[config.mk]
export PLATFORM = sky130hd
export DESIGN_NAME = bin_to_7segmentos_submodulo_flat
export DESIGN_NICKNAME = d
export VERILOG_FILES = /design/src/rtl/bin_to_7segmentos_submodulo_if.sv /design/src/rtl/bin_to_7segmentos_submodulo.sv /design/src/flat_wrapper.sv
export SDC_FILE = /design/constraint.sdc
export NUM_CORES = 1
export LEC_CHECK = 0
export ABC_CLOCK_PERIOD_IN_PS = 2800
export BUFFER_PORTS_ARGS = -buffer_cell sky130_fd_sc_hd__buf_2
export CAP_MARGIN = 20
export CORE_UTILIZATION = 55
export DETAILED_ROUTE_END_ITERATION = 8
export GPL_ROUTABILITY_DRIVEN = 0
export GPL_TIMING_DRIVEN = 0
export PLACE_DENSITY = 0.76
export SLEW_MARGIN = 20
export SYNTH_ARGS = -nofsm -noshare
export SYNTH_HDL_FRONTEND = slang
export SYNTH_SLANG_ARGS = --single-unit
export TNS_END_PERCENT = 20
[constraint.sdc]
create_clock -name reloj -period 2.8 [get_ports reloj]
set_input_delay 0.84 -clock reloj [delete_from_list [all_inputs] [get_ports reloj]]
set_output_delay 0.84 -clock reloj [all_outputs]
set_load 0.01 [all_outputs]
[src/rtl/bin_to_7segmentos_submodulo_if.sv]
// Bundle of the value input and display pins for the 7-segment driver.
interface bin_to_7segmentos_submodulo_if;
  logic [3:0] in;
  logic       Digito_decena;
  logic       Digito_unidad;
  logic       Digito_centena;
  logic       Digito_milesima;
  logic [6:0] cSeg7;

  modport master (
    output in,
    input  Digito_decena, Digito_unidad, Digito_centena, Digito_milesima,
    input  cSeg7
  );

  modport slave (
    input  in,
    output Digito_decena, Digito_unidad, Digito_centena, Digito_milesima,
    output cSeg7
  );
endinterface

[src/rtl/bin_to_7segmentos_submodulo.sv]
// Time-multiplexed driver for a 4-digit common-anode 7-segment display.
// Shows a 4-bit value (0-15) in decimal on the units/tens digits; the
// hundreds and thousands digits stay blank. All outputs are registered.
module bin_to_7segmentos_submodulo #(
  parameter int SCAN_BITS = 18
) (
  input logic                          reloj,
  input logic                          reset,
  bin_to_7segmentos_submodulo_if.slave bus
);

  localparam logic [SCAN_BITS-1:0] CNT_ONE = 1;
  localparam logic [6:0]           SEG_BLANK = 7'h7F;

  logic [SCAN_BITS-1:0] cnt;
  logic [3:0]           in_q;
  logic [1:0]           slot;
  logic [3:0]           units;
  logic                 tens;
  logic [3:0]           digit_nxt;
  logic [6:0]           seg_nxt;
  // {milesima, centena, decena, unidad}, active-low
  logic [3:0]           digit_q;
  logic [6:0]           seg_q;

  // Segment pattern for one decimal digit; anything else is blank.
  function automatic logic [6:0] seg_of(input logic [3:0] d);
    logic [6:0] s;
    case (d)
      4'd0:    s = 7'h40;
      4'd1:    s = 7'h79;
      4'd2:    s = 7'h24;
      4'd3:    s = 7'h30;
      4'd4:    s = 7'h19;
      4'd5:    s = 7'h12;
      4'd6:    s = 7'h02;
      4'd7:    s = 7'h78;
      4'd8:    s = 7'h00;
      4'd9:    s = 7'h10;
      default: s = SEG_BLANK;
    endcase
    return s;
  endfunction

  assign slot = cnt[SCAN_BITS-1 -: 2];

  // Split the registered value into its units and tens digits.
  always_comb begin
    tens  = (in_q >= 4'd10);
    units = tens ? (in_q - 4'd10) : in_q;
  end

  // Pick the active digit and its content for the current slot.
  always_comb begin
    digit_nxt = 4'b1111;
    seg_nxt   = SEG_BLANK;
    case (slot)
      2'd0: begin
        digit_nxt = 4'b1110;
        seg_nxt   = seg_of(units);
      end
      2'd1: begin
        digit_nxt = 4'b1101;
        // leading zero suppressed: the tens digit is only lit for 10-15
        seg_nxt   = tens ? seg_of(4'd1) : SEG_BLANK;
      end
      2'd2: digit_nxt = 4'b1011;
      default: digit_nxt = 4'b0111;
    endcase
  end

  // Refresh counter, input capture and output registers.
  always_ff @(posedge reloj) begin
    if (reset) begin
      cnt     <= '0;
      in_q    <= 4'd0;
      digit_q <= 4'b1111;
      seg_q   <= SEG_BLANK;
    end else begin
      cnt     <= cnt + CNT_ONE;
      in_q    <= bus.in;
      digit_q <= digit_nxt;
      seg_q   <= seg_nxt;
    end
  end

  assign bus.Digito_unidad   = digit_q[0];
  assign bus.Digito_decena   = digit_q[1];
  assign bus.Digito_centena  = digit_q[2];
  assign bus.Digito_milesima = digit_q[3];
  assign bus.cSeg7           = seg_q;

endmodule

[src/flat_wrapper.sv]
// flat-port wrapper written by rule: the top's interface ports become plain ports
module bin_to_7segmentos_submodulo_flat 
#(
  parameter int SCAN_BITS = 18
)
  (reloj, reset, bus_in, bus_Digito_decena, bus_Digito_unidad, bus_Digito_centena, bus_Digito_milesima, bus_cSeg7);
  bin_to_7segmentos_submodulo_if bus_i ();
  input logic reloj;
  input logic reset;
  input wire logic [$bits(bus_i.in)-1:0] bus_in;
  output wire logic [$bits(bus_i.Digito_decena)-1:0] bus_Digito_decena;
  output wire logic [$bits(bus_i.Digito_unidad)-1:0] bus_Digito_unidad;
  output wire logic [$bits(bus_i.Digito_centena)-1:0] bus_Digito_centena;
  output wire logic [$bits(bus_i.Digito_milesima)-1:0] bus_Digito_milesima;
  output wire logic [$bits(bus_i.cSeg7)-1:0] bus_cSeg7;
  assign bus_i.in = bus_in;
  assign bus_Digito_decena = bus_i.Digito_decena;
  assign bus_Digito_unidad = bus_i.Digito_unidad;
  assign bus_Digito_centena = bus_i.Digito_centena;
  assign bus_Digito_milesima = bus_i.Digito_milesima;
  assign bus_cSeg7 = bus_i.cSeg7;
  bin_to_7segmentos_submodulo #(.SCAN_BITS(SCAN_BITS)) u_core (.reloj(reloj), .reset(reset), .bus(bus_i));
endmodule
==> flow_summary.json, run 1 <==
{
  "synth_common_cells": "33 x dfxtp_1, 21 x nor2_1, 10 x xnor2_1",
  "power.internal_uw": 635,
  "cts-buffers-inserted": 5,
  "p_per_area_nw_per_um2": 525,
  "placed_cell_area_um2": 1530,
  "finish.utilization_pct": 64.7,
  "num_antenna_cells": 0,
  "worst_pin_slew_ns": 0.628,
  "nets": 194,
  "core_um2": 2450,
  "r2r_setup_slack_ns": 0.91,
  "rsz0062_at_grt": "false",
  "yosysMostFrequentCell": "dfxtp_1",
  "fill_cells": 219,
  "num_rows": 18,
  "yosysWarnings": 0,
  "dp.cells": 206,
  "setup_violations": 0,
  "synth_seq_cells": 33,
  "period_share_pct": 67.3,
  "final_area_um2": 1590,
  "r2r_end": "u_core.bus.cSeg7[5]",
  "p_seq_share_pct": 59.3,
  "p_switching_uw": 198,
  "critPathArrivalTime_ns": 2.11,
  "io_buffers": 15,
  "pin_count": 17,
  "maxCapViolations": 0,
  "die_area_um2": 2790,
  "ir_drop_uv": 441,
  "async_reset_ff_share_pct": 0,
  "yosysTopAreaCellShare_pct": 46.5,
  "cp-end-kind": "register",
  "synth_fp_nets": 172,
  "crit_required_ns": 3.02,
  "ys_types": 30,
  "worstRegToRegCells": 5,
  "tns_ns": 0,
  "fin_total_pwr_uw": 834,
  "clock_path_buffers": 2,
  "finalHoldViolCount": 0,
  "hold_path_end": "u_core.cnt[0]",
  "ctsHoldBuffers": 0,
  "clock-skew-final_ns": 0.0115,
  "layout_setup_ws_ns": 0.914,
  "hold_depth": 1,
  "drt_pass1_iterations": 4,
  "ctsHtreeMaxLevel": 2,
  "crit_type": "register to register",
  "synth-main-ff-cell": "dfxtp_1",
  "syn2layout_area_growth_pct": 11.8,
  "min_from": "u_core.cnt[0]",
  "post-route-drc-count": 0,
  "die_w_um": 52.8,
  "post-dp-hpwl_um": 1840,
  "timing.rr.start": "u_core.in_q[3]",
  "wirelength_um": 2550,
  "start_util_pct": 57.8,
  "drtAntennaViolNets": 0,
  "routed_via_density": 5.42,
  "worstPathMaxFanout": 10,
  "postCtsSetupRepairBufs": 0,
  "hold_class": "register to register",
  "first_iter_violations": 23,
  "whs_ns": 0.494,
  "syn_avg_cell_area_um2": 8.82,
  "layoutNonFillerInstCount": 213,
  "max_freq_ghz": 0.530,
  "clk_pin_slew_ns": 0.09,
  "synthCells": 161,
  "synthTopCellsByArea": "dfxtp_1 47%, xnor2_1 6.2%, nor2_1 5.6%",
  "synth_edf_count": 0,
  "status": "completed",
  "comb_power_share_pct": 8.9,
  "vias": 1155,
  "grt_max_degree": 11,
  "cts_root_buffer": "clkbuf_4",
  "clk_latency_ns": 0.33,
  "relSlewSlack_pct": 57.8,
  "grt-ovfl-total": 0,
  "die_h_um": 52.8,
  "cts-resized-gates": 0,
  "clkSinkCount": 33,
  "p_leak_nw": 0.602,
  "drive_above_1_share_pct": 14.8,
  "finalCriticalPeriod_ns": 1.89,
  "track_usage_pct": 22.7,
  "synthesis.area_um2": 1420,
  "critPathLaunchType": "register",
  "cts_tree": "built",
  "swShare_pct": 23.8,
  "avgRoutedWirePerCell_um": 12.0,
  "ys_seq_area_share_pct": 46.5,
  "clkPwrFrac_pct": 31.8,
  "grt_first_pass_wirelength_um": 4440,
  "dp_slack_ns": 0.810,
  "drv_slew": 0,
  "grt_pass1_vias": 1051,
  "post-synth-top-area-cell": "dfxtp_1",
  "antenna_found_initial": 0
}
==> critical path, cell delays in order, from the launching register on <==
cell      delay (ns)
dfxtp_1         0.34
clkbuf_1        0.29
o21ai_0         0.31
ha_1            0.28
or3_1           0.37
a21o_1          0.19
==> how the worst max path moves through the flow <==
stage / from / endpoint / slack, ns / cells after the start
global route: u_core.in_q[3] / u_core.bus.cSeg7[5] / 0.76 / 5
detailed placement: reset / u_core.bus.cSeg7[0] / 0.81 / 5
finish: u_core.in_q[3] / u_core.bus.cSeg7[5] / 0.91 / 5
CTS: u_core.in_q[3] / u_core.bus.cSeg7[5] / 0.91 / 5
floorplan: reset / u_core.bus.cSeg7[1] / 1.05 / 5
global placement: reset / u_core.bus.cSeg7[0] / 0.83 / 5
==> area by class of cell <==
type                    instances  area, um2  share of cell area (%)
clock buffers                   7       55.1                    3.47
multi-input cells             114        707                    44.5
flip-flops and latches         33        661                    41.6
well taps                      30       37.5                    2.36
plain buffers                   5       18.8                    1.18
inverters                       9       33.8                    2.13
repair buffers                 15       75.1                    4.73
==> power groups by stage <==
stage	registers, mW	clock network [mW]	logic (mW)
2_1_floorplan	0.510	0	0.0449
3_3_place_gp	0.505	0	0.0710
3_5_place_dp	0.505	0	0.0735
4_1_cts	0.494	0.274	0.0748
5_1_grt	0.497	0.298	0.0846
6_report	0.494	0.265	0.0743
==> layout by cell type, fill, tap and decap left out, types with 9 or more instances in the layout <==
cell | netlist | layout
dfxtp_1 | 33 | 33
nor2_1 | 21 | 21
buf_2 | 0 | 15
xnor2_1 | 10 | 10
inv_1 | 9 | 9
nand3_1 | 9 | 9
o21ai_0 | 9 | 9
==> per-layer routing <==
layer | part of all wire [%] | track usage, % | vias up
li1 | - | - | 601
met1 | 47 | 27.6 | 523
met2 | 46 | 36.1 | 24
met3 | 4.7 | 8.70 | 7
met4 | 1.8 | 7.89 | 0
met5 | 0 | 0 | -
==> cells by family (layout without fill, tap and decap cells) <==
kind of cell | Yosys count | after routing | share of synthesized area (%)
compound gates | 25 | 25 | 10.6
simple gates | 71 | 71 | 26.7
flops | 33 | 33 | 46.5
buf+inv | 14 | 36 | 3.70
xor+xnor | 12 | 12 | 7.40
mux | 1 | 1 | 0.705
fa+ha+maj | 5 | 5 | 4.41
==> state kept, by name, summed over array words and instances, names as in the netlist <==
register          cells
u_core.bus.cSeg7      7
u_core.cnt           18
u_core.digit_q        4
u_core.in_q           4
No activity file was read; power rests on OpenSTA's default activity.
==> inputs of run 2 (changes only) <==
--- a/config.mk
+++ b/config.mk
@@ -5,14 +5,15 @@
 export SDC_FILE = /design/constraint.sdc
 export NUM_CORES = 1
 export LEC_CHECK = 0
-export ABC_CLOCK_PERIOD_IN_PS = 2800
+export ABC_AREA = 1
+export ABC_CLOCK_PERIOD_IN_PS = 1700
 export BUFFER_PORTS_ARGS = -buffer_cell sky130_fd_sc_hd__buf_2
 export CAP_MARGIN = 20
-export CORE_UTILIZATION = 55
+export CORE_UTILIZATION = 51
 export DETAILED_ROUTE_END_ITERATION = 8
 export GPL_ROUTABILITY_DRIVEN = 0
 export GPL_TIMING_DRIVEN = 0
-export PLACE_DENSITY = 0.76
+export PLACE_DENSITY = 0.74
 export SLEW_MARGIN = 20
 export SYNTH_ARGS = -nofsm -noshare
 export SYNTH_HDL_FRONTEND = slang
==> constraint.sdc (replaced) <==
create_clock -name reloj -period 1.7 [get_ports reloj]
set_input_delay 0.51 -clock reloj [delete_from_list [all_inputs] [get_ports reloj]]
set_output_delay 0.51 -clock reloj [all_outputs]
set_load 0.01 [all_outputs]
==> flow_summary.json, run 2 <==
{
  "tns_ns": 0,
  "die_h_um": 56.6,
  "async_reset_ff_share_pct": 0,
  "synthesis.area_um2": 1520,
  "dp.cells": 260,
  "cts_root_buffer": "clkbuf_4",
  "final_common_cell": "nand2_1",
  "post-dp-hpwl_um": 1950,
  "die_w_um": 56.6,
  "grt_max_degree": 11,
  "yosysWarnings": 0,
  "wirelength_um": 2520,
  "p_per_area_nw_per_um2": 847,
  "vias": 1271,
  "synth_fp_nets": 225,
  "synth-main-ff-cell": "dfxtp_1",
  "crit_top_cell": "nand2_1",
  "pin_count": 17,
  "ir_drop_uv": 758,
  "hold_path_end": "u_core.in_q[2]",
  "syn_avg_cell_area_um2": 7.10,
  "synthCells": 214,
  "start_util_pct": 54.7,
  "track_usage_pct": 17.9,
  "crit_required_ns": 1.93,
  "critical_path.max_stage_delay_ns": 0.38,
  "r2r_end": "u_core.bus.cSeg7[6]",
  "clock-skew-final_ns": 0.00358,
  "drtAntennaViolNets": 0,
  "yosysMostFrequentCell": "nand2_1",
  "ys_seq_area_share_pct": 43.5,
  "critical-path-top-delay-family": "simple AND/OR/NAND/NOR gates",
  "crit_type": "register to register",
  "synth_seq_cells": 33,
  "io_buffers": 15,
  "p_leak_nw": 0.722,
  "finalCriticalPeriod_ns": 1.51,
  "cts_tree": "built",
  "finalHoldViolCount": 0,
  "nets": 247,
  "drv_slew": 0,
  "num_rows": 19,
  "worstRegToRegCells": 9,
  "drt_pass1_iterations": 4,
  "post-route-drc-count": 0,
  "clk_pin_slew_ns": 0.09,
  "synth_common_cells": "60 x nand2_1, 33 x dfxtp_1, 30 x nor2_1",
  "clock_path_buffers": 2,
  "postCtsSetupRepairBufs": 0,
  "crit_slowest_cell": "dfxtp_1",
  "timing.rr.start": "u_core.in_q[1]",
  "antenna_found_initial": 0,
  "cp-end-kind": "register",
  "clkSinkCount": 33,
  "synth_edf_count": 0,
  "path_buf_inv": 1,
  "post-synth-top-area-cell": "dfxtp_1",
  "status": "completed",
  "min_from": "bus_in[2]",
  "yosysTopAreaCellShare_pct": 43.5,
  "syn2layout_area_growth_pct": 12.3,
  "cp_cell_sequence": "inv_1, ha_1, nand2_2, nand2_4, or2_1, nand2_1, nand2_1, nand2_1, nand2_1",
  "core_um2": 2780,
  "layout_common_cells": "59 x nand2_1, 33 x dfxtp_1, 30 x nor2_1",
  "relSlewSlack_pct": 70.8,
  "critPathLaunchType": "register",
  "grt-ovfl-total": 0,
  "ys_types": 26,
  "largest_register_ffs": 18,
  "regMostFlops": "u_core.cnt",
  "max_freq_ghz": 0.663,
  "ctsHtreeMaxLevel": 2,
  "first_iter_violations": 44,
  "cts-buffers-inserted": 5,
  "maxCapViolations": 0,
  "clk_latency_ns": 0.33,
  "drive_above_1_share_pct": 17.3,
  "synthTopCellsByArea": "dfxtp_1 43%, nand2_1 15%, nor2_1 7.4%",
  "setup_violations": 0,
  "grt_first_pass_wirelength_um": 4350,
  "grt_pass1_vias": 1072,
  "routed_via_density": 4.74,
  "period_share_pct": 88.7,
  "hold_class": "input pin to register",
  "worst_pin_slew_ns": 0.438,
  "layoutNonFillerInstCount": 268,
  "rsz0062_at_grt": "false",
  "hold_depth": 3,
  "avgRoutedWirePerCell_um": 9.41,
  "die_area_um2": 3200,
  "worstPathMaxFanout": 6,
  "num_antenna_cells": 0,
  "r2r_setup_slack_ns": 0.19,
  "critPathArrivalTime_ns": 1.73
}
[run 2: changes by cell type after synthesis, moves of 8 or more]
| cell | before | now |
|---|---|---|
| a21oi_1 | 6 | 14 |
| inv_1 | 9 | 22 |
| nand2_1 | 4 | 60 |
| nand3_1 | 9 | 17 |
| nor2_1 | 21 | 30 |
| xnor2_1 | 10 | 1 |
[run 2: worst register-to-register path, stage by stage (launching register included)]
cell	delay, ns
dfxtp_1	0.38
inv_1	0.07
ha_1	0.30
nand2_2	0.14
nand2_4	0.08
or2_1	0.22
nand2_1	0.06
nand2_1	0.04
nand2_1	0.06
nand2_1	0.05
[run 2: repair_timing]
action | 4_1_cts | 5_1_grt
setup endpoints to repair | 0 | 1
hold buffers | 0 | 0
resized for setup | 0 | 1
[run 2: layout make-up]
| class | instances | area [um2] |
|---|---|---|
| multi-input combinational | 153 | 754 |
| timing repair buffer | 15 | 75.1 |
| sequential | 33 | 661 |
| inverter | 25 | 93.8 |
| fill | 273 | 1070 |
| buffer | 3 | 13.8 |
| clock inverter | 1 | 5.00 |
| clock buffer | 7 | 65.1 |
| tap | 31 | 38.8 |
[run 2: per-stage QoR]
| step | hold WS (ns) | setup slack (ns) | instance area, um2 | power (mW) | util [%] |
|---|---|---|---|---|---|
| after floorplan | 0.419 | 0.266 | 1520 | 0.931 | - |
| after global placement | 0.446 | 0.180 | 1630 | 0.967 | 58.7 |
| after detailed placement | 0.457 | 0.150 | 1630 | 0.970 | 58.7 |
| after CTS | 0.360 | 0.137 | 1700 | 1.46 | 61.3 |
| after global routing | 0.367 | 0.0511 | 1710 | 1.53 | 61.4 |
| final | 0.374 | 0.193 | 1710 | 1.45 | 61.4 |
[run 2: cells by family (layout without fill, tap and decap cells)]
logic type               Yosys count  in the layout  synth area share [%]
AND/OR/NAND/NOR                  124            124                  36.5
AO/OA/AOI/OAI                     21             21                  7.16
flip-flops                        33             33                  43.5
XOR/XNOR                           3              3                  1.73
adder cells (fa/ha/maj)            5              5                  4.12
buffers and inverters             28             51                  7.08
[run 2: how the worst max path moves through the flow]
stage                           to  slack [ns]  cells after the start            from
2_1_floorplan  u_core.bus.cSeg7[5]        0.27                      9  u_core.in_q[1]
3_3_place_gp   u_core.bus.cSeg7[5]        0.18                      9  u_core.in_q[1]
3_5_place_dp   u_core.bus.cSeg7[6]        0.15                      9  u_core.in_q[1]
4_1_cts        u_core.bus.cSeg7[6]        0.14                      9  u_core.in_q[1]
5_1_grt        u_core.bus.cSeg7[5]        0.05                      9  u_core.in_q[1]
6_report       u_core.bus.cSeg7[6]        0.19                      9  u_core.in_q[1]
[run 2: layer usage]
| metal | vias to the layer above | GRT usage [%] | share of wire (%) |
|---|---|---|---|
| met5 | - | 0 | 0 |
| met4 | 0 | 7.32 | 1.6 |
| met3 | 6 | 6.91 | 4.5 |
| met2 | 24 | 27.1 | 41 |
| met1 | 529 | 22.8 | 53 |
| li1 | 712 | - | - |
[run 2: report_power, final]
part | internal (mW) | switching (mW) | total [mW]
clock network | 0.239 | 0.255 | 0.494
logic | 0.0528 | 0.0849 | 0.138
registers | 0.801 | 0.0131 | 0.814
